<file path="config.mk">
export PLATFORM = sky130hd
export DESIGN_NAME = axi_slv_wr_responder_flat
export DESIGN_NICKNAME = d
export VERILOG_FILES = /design/src/rtl/axi_tb_pkg.sv /design/src/rtl/axi_slv_wr_responder_if.sv /design/src/rtl/tb_sync_fifo.sv /design/src/rtl/axi_slv_wr_responder.sv /design/src/flat_wrapper.sv
export SDC_FILE = /design/constraint.sdc
export NUM_CORES = 1
export LEC_CHECK = 0
export BUFFER_PORTS_ARGS = -buffer_cell sky130_fd_sc_hd__buf_2
export CAP_MARGIN = 20
export CORE_MARGIN = 3
export CORE_UTILIZATION = 53
export DETAILED_ROUTE_END_ITERATION = 16
export PLACE_DENSITY = 0.79
export SYNTH_ARGS = -nofsm -noshare
export SYNTH_HDL_FRONTEND = slang
export SYNTH_SLANG_ARGS = --single-unit
</file>
<file path="constraint.sdc">
create_clock -name aclk -period 4.42 [get_ports aclk]
set_input_delay 0.221 -clock aclk [delete_from_list [all_inputs] [get_ports aclk]]
set_output_delay 0.221 -clock aclk [all_outputs]
set_load 0.05 [all_outputs]
</file>
<file path="src/rtl/axi_tb_pkg.sv">
// rtl/axi_tb_pkg.sv - shared types and constants for the AXI3 slave write responder
package axi_tb_pkg;

    // Queue entries carry IDs at this fixed width; the top narrows to AXI_ID_W.
    localparam int ID_W_MAX = 16;
    localparam logic [15:0] LFSR_SEED = 16'hACE1;

    typedef enum logic [1:0] {
        OKAY   = 2'b00,
        EXOKAY = 2'b01,
        SLVERR = 2'b10,
        DECERR = 2'b11
    } resp_e;

    typedef struct packed {
        logic [ID_W_MAX-1:0] id;
        logic [3:0]          len;
        logic                dec_hit;
    } aw_ent_t;

    typedef struct packed {
        logic [ID_W_MAX-1:0] id;
        resp_e               resp;
    } b_ent_t;

endpackage

</file>
<file path="src/rtl/axi_slv_wr_responder_if.sv">
// rtl/axi_slv_wr_responder_if.sv - AW/W/B channel bundle between write master and slave responder
interface axi_slv_wr_responder_if #(
    parameter int AXI_ADDR_W = 32,
    parameter int AXI_ID_W   = 4,
    parameter int AXI_DATA_W = 32
);
    logic                    in_awvalid;
    logic                    out_awready;
    logic [AXI_ADDR_W-1:0]   in_awaddr;
    logic [3:0]              in_awlen;
    logic [AXI_ID_W-1:0]     in_awid;
    logic                    in_wvalid;
    logic                    out_wready;
    logic                    in_wlast;
    logic [AXI_ID_W-1:0]     in_wid;
    logic [AXI_DATA_W-1:0]   in_wdata;
    logic [AXI_DATA_W/8-1:0] in_wstrb;
    logic                    out_bvalid;
    logic                    in_bready;
    logic [AXI_ID_W-1:0]     out_bid;
    logic [1:0]              out_bresp;

    modport master (
        output in_awvalid, in_awaddr, in_awlen, in_awid,
        output in_wvalid, in_wlast, in_wid, in_wdata, in_wstrb,
        output in_bready,
        input  out_awready, out_wready, out_bvalid, out_bid, out_bresp
    );

    modport slave (
        input  in_awvalid, in_awaddr, in_awlen, in_awid,
        input  in_wvalid, in_wlast, in_wid, in_wdata, in_wstrb,
        input  in_bready,
        output out_awready, out_wready, out_bvalid, out_bid, out_bresp
    );
endinterface

</file>
<file path="src/rtl/tb_sync_fifo.sv">
// rtl/tb_sync_fifo.sv - small synchronous FIFO; DEPTH must be a power of two and at least 2
module tb_sync_fifo #(
    parameter int W     = 8,
    parameter int DEPTH = 4
) (
    input  logic         aclk,
    input  logic         areset,
    input  logic         push,
    input  logic [W-1:0] din,
    input  logic         pop,
    output logic [W-1:0] dout,
    output logic         full,
    output logic         empty
);
    localparam int PW = $clog2(DEPTH);

    logic [W-1:0]  mem [DEPTH];
    logic [PW-1:0] wr_ptr;
    logic [PW-1:0] rd_ptr;
    logic [PW:0]   count;
    logic          push_ok;
    logic          pop_ok;

    assign full    = (count == (PW+1)'(DEPTH));
    assign empty   = (count == '0);
    assign push_ok = push && !full;
    assign pop_ok  = pop && !empty;
    assign dout    = mem[rd_ptr];

    // Storage is reset too so the head reads as zero straight out of reset.
    always_ff @(posedge aclk or posedge areset) begin
        if (areset) begin
            wr_ptr <= '0;
            rd_ptr <= '0;
            count  <= '0;
            for (int i = 0; i < DEPTH; i++) begin
                mem[i] <= '0;
            end
        end else begin
            if (push_ok) begin
                mem[wr_ptr] <= din;
                wr_ptr      <= wr_ptr + PW'(1);
            end
            if (pop_ok) begin
                rd_ptr <= rd_ptr + PW'(1);
            end
            if (push_ok && !pop_ok) begin
                count <= count + (PW+1)'(1);
            end else if (pop_ok && !push_ok) begin
                count <= count - (PW+1)'(1);
            end
        end
    end
endmodule

</file>
<file path="src/rtl/axi_slv_wr_responder.sv">
// rtl/axi_slv_wr_responder.sv - AXI3 slave write responder with burst checking and in-order B
// Define SLV_WR_RAND_READY_EN to throttle awready/wready with a 16-bit LFSR.
module axi_slv_wr_responder
    import axi_tb_pkg::*;
#(
    parameter int                    AXI_ADDR_W      = 32,
    parameter int                    AXI_ID_W        = 4,
    parameter int                    AXI_DATA_W      = 32,
    parameter int                    SLV_OSTDREQ_NUM = 4,
    parameter logic [AXI_ADDR_W-1:0] SLV_ADDR_BASE   = '0,
    parameter logic [AXI_ADDR_W-1:0] SLV_ADDR_MASK   = AXI_ADDR_W'(32'h0FFF_FFFF)
) (
    input  logic                  aclk,
    input  logic                  areset,
    axi_slv_wr_responder_if.slave bus,
    output logic [31:0]           out_beat_total,
    output logic                  out_err
);
    aw_ent_t    aw_in;
    aw_ent_t    aw_head;
    logic       aw_full;
    logic       aw_empty;
    logic       aw_push;
    b_ent_t     b_in;
    b_ent_t     b_head;
    logic       b_full;
    logic       b_empty;
    logic       b_pop;
    logic       run;
    logic [3:0] beat_cnt;
    logic       id_err_q;
    logic       rand_aw;
    logic       rand_w;
    logic       aw_rdy;
    logic       w_rdy;
    logic       w_hs;
    logic       last_beat;
    logic       wid_bad;
    logic       len_bad;
    logic       burst_end;
    resp_e      resp;
    logic       unused_ok;

`ifdef SLV_WR_RAND_READY_EN
    logic [15:0] lfsr;

    always_ff @(posedge aclk or posedge areset) begin
        if (areset) begin
            lfsr <= LFSR_SEED;
        end else begin
            lfsr <= {lfsr[14:0], lfsr[15] ^ lfsr[13] ^ lfsr[12] ^ lfsr[10]};
        end
    end

    assign rand_aw = lfsr[0];
    assign rand_w  = lfsr[1];
`else
    assign rand_aw = 1'b1;
    assign rand_w  = 1'b1;
`endif

    always_comb begin
        // run keeps awready low while reset is held and for the first cycle after.
        aw_rdy    = run && !aw_full && rand_aw;
        w_rdy     = !aw_empty && !b_full && rand_w;
        aw_push   = bus.in_awvalid && aw_rdy;
        w_hs      = bus.in_wvalid && w_rdy;
        last_beat = (beat_cnt == aw_head.len);
        burst_end = w_hs && (bus.in_wlast || last_beat);
        wid_bad   = (bus.in_wid != aw_head.id[AXI_ID_W-1:0]);
        len_bad   = (bus.in_wlast != last_beat);
        if (!aw_head.dec_hit) begin
            resp = DECERR;
        end else if (len_bad || id_err_q || wid_bad) begin
            resp = SLVERR;
        end else begin
            resp = OKAY;
        end
        aw_in.id      = ID_W_MAX'(bus.in_awid);
        aw_in.len     = bus.in_awlen;
        aw_in.dec_hit = ((bus.in_awaddr & ~SLV_ADDR_MASK) == SLV_ADDR_BASE);
        b_in.id       = aw_head.id;
        b_in.resp     = resp;
        b_pop         = !b_empty && bus.in_bready;
    end

    assign bus.out_awready = aw_rdy;
    assign bus.out_wready  = w_rdy;
    assign bus.out_bvalid  = !b_empty;
    assign bus.out_bid     = b_head.id[AXI_ID_W-1:0];
    assign bus.out_bresp   = b_head.resp;
    assign unused_ok       = ^{bus.in_wdata, bus.in_wstrb, aw_head.id, b_head.id};

    always_ff @(posedge aclk or posedge areset) begin
        if (areset) begin
            run            <= 1'b0;
            beat_cnt       <= '0;
            id_err_q       <= 1'b0;
            out_beat_total <= '0;
            out_err        <= 1'b0;
        end else begin
            run <= 1'b1;
            if (w_hs) begin
                out_beat_total <= out_beat_total + 32'd1;
                if (burst_end) begin
                    beat_cnt <= '0;
                    id_err_q <= 1'b0;
                    if (resp != OKAY) begin
                        out_err <= 1'b1;
                    end
                end else begin
                    beat_cnt <= beat_cnt + 4'd1;
                    if (wid_bad) begin
                        id_err_q <= 1'b1;
                    end
                end
            end
        end
    end

    tb_sync_fifo #(.W($bits(aw_ent_t)), .DEPTH(SLV_OSTDREQ_NUM)) u_aw_q (
        .aclk   (aclk),
        .areset (areset),
        .push   (aw_push),
        .din    (aw_in),
        .pop    (burst_end),
        .dout   (aw_head),
        .full   (aw_full),
        .empty  (aw_empty)
    );

    tb_sync_fifo #(.W($bits(b_ent_t)), .DEPTH(SLV_OSTDREQ_NUM)) u_b_q (
        .aclk   (aclk),
        .areset (areset),
        .push   (burst_end),
        .din    (b_in),
        .pop    (b_pop),
        .dout   (b_head),
        .full   (b_full),
        .empty  (b_empty)
    );
endmodule

</file>
<file path="src/flat_wrapper.sv">
// flat-port wrapper written by rule: the top's interface ports become plain ports
module axi_slv_wr_responder_flat import axi_tb_pkg::*;
#(
    parameter int                    AXI_ADDR_W      = 32,
    parameter int                    AXI_ID_W        = 4,
    parameter int                    AXI_DATA_W      = 32,
    parameter int                    SLV_OSTDREQ_NUM = 4,
    parameter logic [AXI_ADDR_W-1:0] SLV_ADDR_BASE   = '0,
    parameter logic [AXI_ADDR_W-1:0] SLV_ADDR_MASK   = AXI_ADDR_W'(32'h0FFF_FFFF)
)
  (aclk, areset, out_beat_total, out_err, bus_in_awvalid, bus_in_awaddr, bus_in_awlen, bus_in_awid, bus_in_wvalid, bus_in_wlast, bus_in_wid, bus_in_wdata, bus_in_wstrb, bus_in_bready, bus_out_awready, bus_out_wready, bus_out_bvalid, bus_out_bid, bus_out_bresp);
  axi_slv_wr_responder_if #(.AXI_ADDR_W(AXI_ADDR_W), .AXI_ID_W(AXI_ID_W), .AXI_DATA_W(AXI_DATA_W)) bus_i ();
  input  logic aclk;
  input  logic areset;
  output logic [31:0] out_beat_total;
  output logic out_err;
  input wire logic [$bits(bus_i.in_awvalid)-1:0] bus_in_awvalid;
  input wire logic [$bits(bus_i.in_awaddr)-1:0] bus_in_awaddr;
  input wire logic [$bits(bus_i.in_awlen)-1:0] bus_in_awlen;
  input wire logic [$bits(bus_i.in_awid)-1:0] bus_in_awid;
  input wire logic [$bits(bus_i.in_wvalid)-1:0] bus_in_wvalid;
  input wire logic [$bits(bus_i.in_wlast)-1:0] bus_in_wlast;
  input wire logic [$bits(bus_i.in_wid)-1:0] bus_in_wid;
  input wire logic [$bits(bus_i.in_wdata)-1:0] bus_in_wdata;
  input wire logic [$bits(bus_i.in_wstrb)-1:0] bus_in_wstrb;
  input wire logic [$bits(bus_i.in_bready)-1:0] bus_in_bready;
  output wire logic [$bits(bus_i.out_awready)-1:0] bus_out_awready;
  output wire logic [$bits(bus_i.out_wready)-1:0] bus_out_wready;
  output wire logic [$bits(bus_i.out_bvalid)-1:0] bus_out_bvalid;
  output wire logic [$bits(bus_i.out_bid)-1:0] bus_out_bid;
  output wire logic [$bits(bus_i.out_bresp)-1:0] bus_out_bresp;
  assign bus_i.in_awvalid = bus_in_awvalid;
  assign bus_i.in_awaddr = bus_in_awaddr;
  assign bus_i.in_awlen = bus_in_awlen;
  assign bus_i.in_awid = bus_in_awid;
  assign bus_i.in_wvalid = bus_in_wvalid;
  assign bus_i.in_wlast = bus_in_wlast;
  assign bus_i.in_wid = bus_in_wid;
  assign bus_i.in_wdata = bus_in_wdata;
  assign bus_i.in_wstrb = bus_in_wstrb;
  assign bus_i.in_bready = bus_in_bready;
  assign bus_out_awready = bus_i.out_awready;
  assign bus_out_wready = bus_i.out_wready;
  assign bus_out_bvalid = bus_i.out_bvalid;
  assign bus_out_bid = bus_i.out_bid;
  assign bus_out_bresp = bus_i.out_bresp;
  axi_slv_wr_responder #(.AXI_ADDR_W(AXI_ADDR_W), .AXI_ID_W(AXI_ID_W), .AXI_DATA_W(AXI_DATA_W), .SLV_OSTDREQ_NUM(SLV_OSTDREQ_NUM), .SLV_ADDR_BASE(SLV_ADDR_BASE), .SLV_ADDR_MASK(SLV_ADDR_MASK)) u_core (.aclk(aclk), .areset(areset), .bus(bus_i), .out_beat_total(out_beat_total), .out_err(out_err));
endmodule
</file>
-- After elaboration in Yosys (flattened, before gate mapping)
Cells that the tools add are included.
- $add $sub $neg: 10
- order comparisons: 6
- equality and inequality tests: 5
- muxes and demuxes: 21
- bitwise operators: 4
- reductions and logical operators: 36
- operators by type and width (cell ; number):
    $bwmux 84 ; 1
    $bwmux 72 ; 1
    $mux 21 ; 3
    $bmux 21 s2 ; 1
    $demux 21 s2 ; 1
    $bmux 18 s2 ; 1
    $demux 18 s2 ; 1
    $add 32x1->32 const B ; 1
    $logic_not 32->1 ; 1
    $mux 18 ; 1
    $logic_and 1x1->1 ; 16
    $ge 3x3->1 const B ; 4
    $mux 3 ; 4
    $mux 6 ; 2
    $not 2->3 ; 4
    $add 2x1->2 const B ; 4
    $logic_not 1->1 ; 8
    $reduce_bool 2->1 ; 4
    $add 3x1->3 const B ; 2
    $eq 3x3->1 const B ; 2
    $logic_not 3->1 ; 2
    $lt 3x1->1 const B ; 2
    $sub 3x1->3 const B ; 2
    $add 4x1->4 const B ; 1
    other kinds (9) ; 13
- bits in registers: 209
- input bits: 86
- output and inout bits: 42
- logic and storage cells: 101

-- Longest topological paths before layout
Gate-level depths: netlist of the first run.
- word-level depth: 12
- depth in mapped cells: 14

-- By module
From an unflattened synthesis of the first run, not the netlist that was laid out.
- cell total of the unflattened synthesis: 631
- area, all modules: 9517.9 µm²
- modules (own cells, without submodules) (module ; times used ; cells each ; area each (µm²) ; seq. area each (µm²)):
    tb_sync_fifo at u_core.u_aw_q ; 1 ; 241 ; 4065.1 ; 2277.2
    tb_sync_fifo at u_core.u_b_q ; 1 ; 209 ; 3523.4 ; 1976.9
    axi_slv_wr_responder ; 1 ; 181 ; 1929.4 ; 975.9

-- Worst setup path after synthesis of the first run
OpenSTA, ideal clock, no wires.
- path type: register to register
- start point: register u_core.u_aw_q.rd_ptr[0]
- end point: register u_core.u_b_q.count[2]
- library setup time: 0.079 ns
- arrival time: 3.369 ns
- required time: 4.341 ns
- path slack: 0.971 ns
- cell stages (with the launch flop): 14
- buffers on the path: 2
- period minus slack after synthesis: 3.449 ns
- cell sequence: dfrtp_1 -> buf_1 -> mux4_2 -> xnor2_1 -> nand4_1 -> ha_1 -> nor2_1 -> clkbuf_1 -> ha_1 -> inv_1 -> fa_1 -> xor2_1 -> nor2_1 -> xor2_1
- longest elaborated chain between the ends: 11
- elaborated cells between the ends (all ways): 13
- classes of those cells: eq/ne (1); mux (4); bitwise (1); reduce/logical (7)
- ends and longest elaborated chain (element ; line ; source):
    start, declared ; tb_sync_fifo.sv:19 ; logic [PW-1:0] rd_ptr;
    start signal, assigned ; tb_sync_fifo.sv:45 ; rd_ptr <= rd_ptr + PW'(1);
    $not 2->3 (not written as such) (*) ; tb_sync_fifo.sv:28 ; assign dout = mem[rd_ptr];
    $bmux 21 s2 (*) ; tb_sync_fifo.sv:28 ;
    $mux 21 (not written as such) (*) (2 in a row) ; tb_sync_fifo.sv:28 ;
    $eq 4x4->1 (*) ; axi_slv_wr_responder.sv:68 ; last_beat = (beat_cnt == aw_head.len);
    $logic_or 1x1->1 (*) ; axi_slv_wr_responder.sv:69 ; burst_end = w_hs && (bus.in_wlast || last_beat);
    $logic_and 1x1->1 (*) ; axi_slv_wr_responder.sv:69 ;
    $logic_and 1x1->1 (*) ; tb_sync_fifo.sv:26 ; assign push_ok = push && !full;
    net u_core.u_b_q.push_ok ; tb_sync_fifo.sv:21 ; logic push_ok;
    $logic_not 1->1 ; tb_sync_fifo.sv:49 ; end else if (pop_ok && !push_ok) begin
    $logic_and 1x1->1 ; tb_sync_fifo.sv:49 ;
    $reduce_bool 2->1 (no source line) ; n/a ;
    end signal, assigned ; tb_sync_fifo.sv:48 ; count <= count + (PW+1)'(1);
    end signal, assigned ; tb_sync_fifo.sv:50 ; count <= count - (PW+1)'(1);
    end, declared ; tb_sync_fifo.sv:20 ; logic [PW:0] count;
Mark *: on every way through the listed nets, which the timed path passes. The rest lies on a longest branch. The select of a mux whose other input is x is not followed.
A chain may end at the register's enable or synchronous reset.

-- Final worst setup path of the first run
- start point: register u_core.u_aw_q.rd_ptr[0]
- end point: register u_core.u_b_q.count[2]
- longest elaborated chain between the ends: 11
- elaborated cells between the ends (all ways): 13
- classes of those cells: eq/ne (1); mux (4); bitwise (1); reduce/logical (7)
- ends and longest elaborated chain (element ; line):
    $not 2->3 (not written as such) (*) ; tb_sync_fifo.sv:28
    $bmux 21 s2 (*) ; tb_sync_fifo.sv:28
    $mux 21 (not written as such) (*) (2 in a row) ; tb_sync_fifo.sv:28
    $eq 4x4->1 (*) ; axi_slv_wr_responder.sv:68
    $logic_or 1x1->1 (*) ; axi_slv_wr_responder.sv:69
    $logic_and 1x1->1 (*) ; axi_slv_wr_responder.sv:69
    $logic_and 1x1->1 (*) ; tb_sync_fifo.sv:26
    $logic_not 1->1 ; tb_sync_fifo.sv:49
    $logic_and 1x1->1 ; tb_sync_fifo.sv:49
    $reduce_bool 2->1 (no source line) ; n/a
Every way passes the cells marked *; elsewhere a longest branch is shown, timed or not. The select of a mux whose other input is x is not followed.

==> results.py, run 1 <==
metrics = {
    "run_status": {
        "status": "finished, final reports clean",
    },
    "min_path": {
        "whs_endpoint": "u_core.out_beat_total[0]",
        "holdPathStages": 3,
        "hold_class": "primary input to flip-flop",
        "min-delay-start": "bus_in_wvalid",
    },
    "synth": {
        "synth.largest_area_cell": "dfrtp_1",
        "syn_nets": 487,
        "synthCells": 386,
        "synth_seq_area_share": 0.549,
        "synth_area_mm2": 0.00515,
        "yosys_register_bits": 113,
        "synth_top_area_frac": 0.549,
        "netlist_top_cells_area": "dfrtp_1, mux2_1, mux4_2, xnor2_1, xor2_1",
        "synth_warnings": 0,
        "ys_types": 32,
        "syn_area_per_cell_um2": 13.3,
    },
    "pwr": {
        "p_leak_nw": 2.99,
        "power.switching_mw": 1.61,
        "irDropWorstVdd_mv": 0.347,
        "seqPwrFrac": 0.369,
        "intPower_mw": 2.99,
        "power_mw": 4.60,
        "pwr-share-clk": 0.293,
        "combPwrFrac": 0.338,
        "switching_share": 0.350,
        "powerDensity_mw_per_mm2": 730,
    },
    "drt": {
        "drc": 0,
        "drtIter0Drc": 115,
        "wl_met2_um": 5080,
        "drt_wl_total_um": 10100,
        "wl_per_cell_um": 16.4,
        "antenna_left": 0,
        "drt-met1-wl_um": 4420,
        "vias_per_cell": 5.32,
        "num_vias": 3269,
        "drtPass1Iterations": 4,
        "wl_met3_um": 380,
        "top_layer": "met4",
    },
    "clock_tree": {
        "postCtsSetupRepairBufs": 0,
        "root_buffer": "clkbuf_8",
        "cts.sinks": 113,
        "cts_resized": 0,
        "numCtsBuffers": 17,
        "hold_buffers": 10,
        "cts.clk_slew.worst_paths_ns": 0.06,
        "htreeDepth": 4,
        "insertion_delay_ns": 0.51,
        "cts_tree": "done",
        "clk_path_buf_depth": 2,
    },
    "finish": {
        "multi_input_area_mm2": 0.00223,
        "final_cell_mix": "dfrtp_1, buf_2, mux2_1, xnor2_1, nand2_1",
        "syn2layout_area_growth_pct": 22.5,
        "fin_area_mm2": 0.00631,
        "drive_above_1_share": 0.245,
        "seqCellArea_mm2": 0.00283,
        "final_common_cell": "dfrtp_1",
        "n_antenna_cell": 0,
        "fillCellCount": 650,
        "final_nets": 574,
    },
    "floorplanning": {
        "initial_core_util": 0.552,
        "ios": 128,
        "core-area_mm2": 0.00933,
        "die_h_um": 105,
        "die_x_um": 105,
        "dieArea_mm2": 0.0109,
        "num_rows": 35,
    },
    "worst_setup_path": {
        "critPathKind": "flip-flop to flip-flop",
        "end_kind": "flip-flop",
        "r2r_cells": 11,
        "cp-start-kind": "flip-flop",
        "arrival_ns": 4.01,
        "r2r-start": "u_core.u_aw_q.rd_ptr[0]",
        "r2r_end": "u_core.u_b_q.count[2]",
        "r2r_slack_ns": 0.83,
        "required_ns": 4.85,
        "path_max_fanout": 12,
    },
    "timing": {
        "period_share": 0.811,
        "finalMaxSlewViolations": 0,
        "fmax_mhz": 279,
        "maxSlewHeadroom": 0.394,
        "hold_viol": 0,
        "fin_crit_ns": 3.59,
        "hold_slack_ns": 0.121,
        "rsz0062_at_grt": "false",
        "finalSetupViolations": 0,
        "worst_pin_slew_ns": 0.909,
        "setup_tns_ns": 0,
        "fin_skew_ns": 0.00769,
    },
    "global_routing": {
        "grt_pass1_wl_um": 17400,
        "grt_overflow_total": 0,
        "grt_pass1_vias": 3513,
        "antenna_found_initial": 0,
        "grt_usage": 0.203,
        "grt_max_degree": 76,
    },
    "run": {
        "maxCapViolations": 0,
    },
    "placed_design": {
        "place.gp.congestion": 0.764,
        "postPlaceCellArea_mm2": 0.00562,
        "port_buffers": 63,
        "hpwl_um": 6740,
    },
}
cells by family after synthesis:
group	after synthesis	share of synthesized area
compound gates	7	0.00777
xor+xnor	53	0.0901
fa+ha+maj	15	0.0394
buf+inv	24	0.0189
flops	113	0.549
mux	78	0.202
other cells	1	0.000728
simple gates	95	0.0925
per-stage QoR:
stage                     utilization  setup slack (ns)  std cells
after floorplan                     -             0.971        386
after global placement          0.602             0.904        573
after detailed placement        0.602             0.851        573
after CTS                       0.676             0.805        614
after global routing            0.676             0.595        614
final                           0.676             0.833        614
Yosys cell counts:
cell,number
nor2_1,17
clkbuf_1,6
a21oi_1,1
or4_4,1
o21ai_1,4
and2_1,3
conb_1,1
inv_2,1
or3_1,3
mux2_1,56
a21boi_1,1
xor2_1,23
xnor2_1,30
inv_1,15
mux4_2,13
nand4_1,10
nor3_1,8
ha_1,13
nor4_1,3
and3_1,6
a21o_1,1
nand3_1,8
nand2_1,30
buf_6,1
mux4_1,1
buf_1,1
or3b_1,1
mux2i_1,1
mux2_2,7
fa_1,2
and4_1,5
dfrtp_1,113
worst max-delay path by stage:
stage	start	to	slack [ns]	cells after the start
finish	u_core.u_aw_q.rd_ptr[0]	u_core.u_b_q.count[2]	0.83	11
global route	u_core.u_aw_q.rd_ptr[0]	u_core.u_b_q.count[2]	0.59	11
CTS	u_core.u_aw_q.rd_ptr[0]	u_core.u_b_q.count[2]	0.80	11
detailed placement	u_core.u_aw_q.rd_ptr[0]	u_core.u_b_q.count[2]	0.85	11
global placement	u_core.u_aw_q.rd_ptr[0]	u_core.u_b_q.count[2]	0.90	11
floorplan	u_core.u_aw_q.rd_ptr[0]	u_core.u_b_q.count[2]	0.97	13
power by group through the flow:
stage / Sequential, mW / Clock [mW] / Combinational, mW
floorplan: 1.68 / 0 / 1.20
global placement: 1.67 / 0 / 1.48
detailed placement: 1.71 / 0 / 1.55
CTS: 1.70 / 1.37 / 1.58
global route: 1.76 / 1.42 / 1.70
finish: 1.70 / 1.35 / 1.55
metal layers:
layer / up-vias / track usage
li1: 1528 / -
met1: 1663 / 0.256
met2: 62 / 0.339
met4: 0 / 0.0722
met5: - / 0
met3: 16 / 0.0550
cell type report:
| type | instances | share of cell area |
|---|---|---|
| Tap cell | 129 | 0.0256 |
| Multi-Input combinational cell | 249 | 0.353 |
| Clock inverter | 10 | 0.0212 |
| Inverter | 16 | 0.00992 |
| Timing Repair Buffer | 76 | 0.0694 |
| Clock buffer | 21 | 0.0728 |
| Sequential cell | 113 | 0.448 |
flip-flops by register name (all words and copies together) (netlist names), 2 cells and up:
name / flops
u_core.u_b_q.wr_ptr: 2
u_core.u_aw_q.rd_ptr: 2
u_core.u_b_q.rd_ptr: 2
u_core.u_b_q.count: 3
u_core.out_beat_total: 32
u_core.u_aw_q.mem: 36
u_core.u_b_q.mem: 24
u_core.u_aw_q.count: 3
u_core.u_aw_q.wr_ptr: 2
u_core.beat_cnt: 4
critical path, cell delays in order, from the launching register on:
cell,delay (ns)
dfrtp_1,0.70
mux4_2,0.61
xnor2_1,0.17
nand4_1,0.11
ha_1,0.22
nor2_1,0.52
ha_1,0.30
inv_1,0.06
fa_1,0.37
xor2_1,0.16
nor2_1,0.13
xor2_1,0.17
Note: power is estimated with default switching activity, not from simulation.
==> run 2: changes to the inputs <==
- ABC_AREA: unset -> 1
- CORE_UTILIZATION: 53 -> 55
- PLACE_DENSITY: 0.79 -> 0.81
- clock period: 4.42 -> 3.3 ns (I/O delays scaled with it)
==> run 2 against run 1 <==
Against the previous run:
- via count is 50% higher
- critical path type unchanged
- clock skew rose by 0.0027 ns
- combinational power grew 59%
- critical path depth up 5
- final area increased by 9.5%
- clock power grew 32%
==> results.py, run 2 <==
metrics = {
    "run_status": {
        "status": "finished, final reports clean",
    },
    "synth": {
        "synth_common_cells": "nand2_1, dfrtp_1, o21ai_0",
        "synth_top_area_frac": 0.493,
        "ys.flop_type": "dfrtp_1",
        "synthCells": 687,
        "synth_most_common_cell": "nand2_1",
        "ys_types": 37,
        "yosys_register_bits": 113,
        "syn_area_per_cell_um2": 8.34,
        "synth_area_mm2": 0.00573,
        "synth.largest_area_cell": "dfrtp_1",
        "synth_edf_count": 0,
        "synth_seq_area_share": 0.493,
        "synth_warnings": 0,
        "netlist_top_cells_area": "dfrtp_1, nand2_1, o21ai_0, xor2_1, inv_1",
        "syn_nets": 788,
        "synth-async-reset-ratio": 1.00,
    },
    "timing": {
        "setup_tns_ns": 0,
        "fin_skew_ns": 0.0104,
        "finalMaxSlewViolations": 0,
        "maxSlewHeadroom": 0.436,
        "fmax_mhz": 343,
        "hold_viol": 0,
        "fin_crit_ns": 2.91,
        "finalSetupViolations": 0,
        "rsz0062_at_grt": "false",
        "worst_pin_slew_ns": 0.845,
        "hold_slack_ns": 0.106,
        "period_share": 0.883,
    },
    "worst_setup_path": {
        "critPathKind": "flip-flop to flip-flop",
        "r2r_cells": 16,
        "end_kind": "flip-flop",
        "cp-start-kind": "flip-flop",
        "required_ns": 3.69,
        "arrival_ns": 3.30,
        "path_max_fanout": 10,
    },
    "clock_tree": {
        "htreeDepth": 4,
        "root_buffer": "clkbuf_8",
        "clk_path_buf_depth": 2,
        "cts_resized": 0,
        "cts.clk_slew.worst_paths_ns": 0.05,
        "cts.sinks": 113,
        "numCtsBuffers": 17,
        "insertion_delay_ns": 0.52,
        "cts_tree": "done",
    },
    "finish": {
        "largest_reg_flops": 36,
        "syn2layout_area_growth_pct": 20.5,
        "final_common_cell": "nand2_1",
        "drive_above_1_share": 0.178,
        "n_antenna_cell": 0,
        "multi_input_area_mm2": 0.00258,
        "reg_top3": "u_core.u_aw_q.mem: 36 flops, u_core.out_beat_total: 32 flops, u_core.u_b_q.mem: 24 flops",
        "fillCellCount": 742,
        "seqCellArea_mm2": 0.00283,
        "final_cell_mix": "nand2_1, dfrtp_1, o21ai_0, buf_2",
        "fin_area_mm2": 0.00691,
        "final_nets": 876,
        "top_register": "u_core.u_aw_q.mem",
    },
    "placed_design": {
        "hpwl_um": 8850,
        "port_buffers": 63,
        "place.gp.congestion": 0.862,
        "postPlaceCellArea_mm2": 0.00621,
    },
    "drt": {
        "drtPass1Iterations": 5,
        "drt_wl_total_um": 13200,
        "wl_met3_um": 720,
        "drt-met1-wl_um": 5820,
        "vias_per_cell": 5.32,
        "top_layer": "met4",
        "wl_met2_um": 6430,
        "drtIter0Drc": 268,
        "antenna_left": 0,
        "drc": 0,
        "num_vias": 4892,
        "wl_per_cell_um": 14.4,
    },
    "pwr": {
        "powerDensity_mw_per_mm2": 940,
        "irDropWorstVdd_mv": 0.629,
        "power_mw": 6.49,
        "p_leak_nw": 3.46,
    },
    "global_routing": {
        "grt_pass1_wl_um": 22400,
        "antenna_found_initial": 0,
        "grt_max_degree": 68,
        "grt_overflow_total": 0,
        "grt_usage": 0.245,
        "grt_pass1_vias": 4784,
    },
    "floorplanning": {
        "die_x_um": 108,
        "core-area_mm2": 0.00995,
        "ios": 128,
        "dieArea_mm2": 0.0117,
        "die_h_um": 108,
        "num_rows": 36,
        "initial_core_util": 0.576,
    },
    "run": {
        "maxCapViolations": 0,
    },
    "min_path": {
        "hold_class": "primary input to flip-flop",
        "holdPathStages": 5,
    },
}
-- run 2: cell count changes after synthesis, moves of 18 or more --
cell,delta
inv_1,+42
mux2_1,-56
nand2_1,+177
nor2_1,+39
o21ai_0,+79
xnor2_1,-18
-- run 2: kinds of logic (layout without fill, tap and decap cells) --
group / Yosys count / after routing / share of synthesized area
xor+xnor: 38 / 38 / 0.0581
other cells: 1 / 1 / 0.000654
buf+inv: 77 / 176 / 0.0555
fa+ha+maj: 15 / 15 / 0.0354
simple gates: 335 / 335 / 0.258
flops: 113 / 113 / 0.493
compound gates: 108 / 108 / 0.0991
-- run 2: area by class of cell --
| type | count | area share |
|---|---|---|
| clock buffers | 25 | 0.0730 |
| clock inverters | 5 | 0.0109 |
| inverters | 63 | 0.0346 |
| multi-input cells | 497 | 0.374 |
| flip-flops and latches | 113 | 0.409 |
| well taps | 133 | 0.0241 |
| repair buffers | 83 | 0.0736 |
-- run 2: report_power, final --
part | switching (mW) | internal (mW)
logic | 1.70 | 0.764
clock network | 0.596 | 1.18
registers | 0.368 | 1.88
-- run 2: metal layers --
layer	vias to the layer above	global-route usage
li1	2367	-
met1	2342	0.320
met2	152	0.399
met3	31	0.0567
met4	0	0.0911
met5	-	0
-- run 2: worst max-delay path: stages, from the launching register on --
cell,delay (ns)
dfrtp_1,0.43
buf_4,0.20
a21oi_1,0.12
o21ai_0,0.10
nand2_1,0.11
xor2_1,0.21
nor2_1,0.07
nand3_1,0.08
ha_1,0.23
nor2_4,0.07
inv_1,0.10
ha_1,0.15
inv_1,0.07
fa_1,0.43
a21oi_1,0.14
o21ai_0,0.11
xor2_1,0.16
-- run 2: path summary, 6_finish.rpt --
kind | slack [ns] | startpoint | to
min reg2reg | 0.47 | u_core.out_err | u_core.out_err
max | 0.39 | u_core.u_aw_q.rd_ptr[0] | u_core.u_aw_q.count[2]
min in group asynchronous | 0.36 | areset | u_core.out_beat_total[4]
max reg2reg | 0.39 | u_core.u_aw_q.rd_ptr[0] | u_core.u_aw_q.count[2]
min | 0.11 | bus_in_wvalid | u_core.out_beat_total[1]
max in group asynchronous | 2.18 | areset | u_core.u_aw_q.mem[68]
-- run 2: metrics by stage --
step                instances   util  worst slack, ns
floorplan                 687      -            0.148
global placement          877  0.623            0.506
detailed placement        877  0.623            0.442
CTS                       919  0.694            0.366
global route              919  0.694          0.00861
finish                    919  0.694            0.388
-- run 2: what timing repair did --
| item | CTS | global route |
|---|---|---|
| hold buffers | 12 | 0 |
| endpoints found under the hold margin | 103 | 0 |
| setup buffers | 0 | 0 |
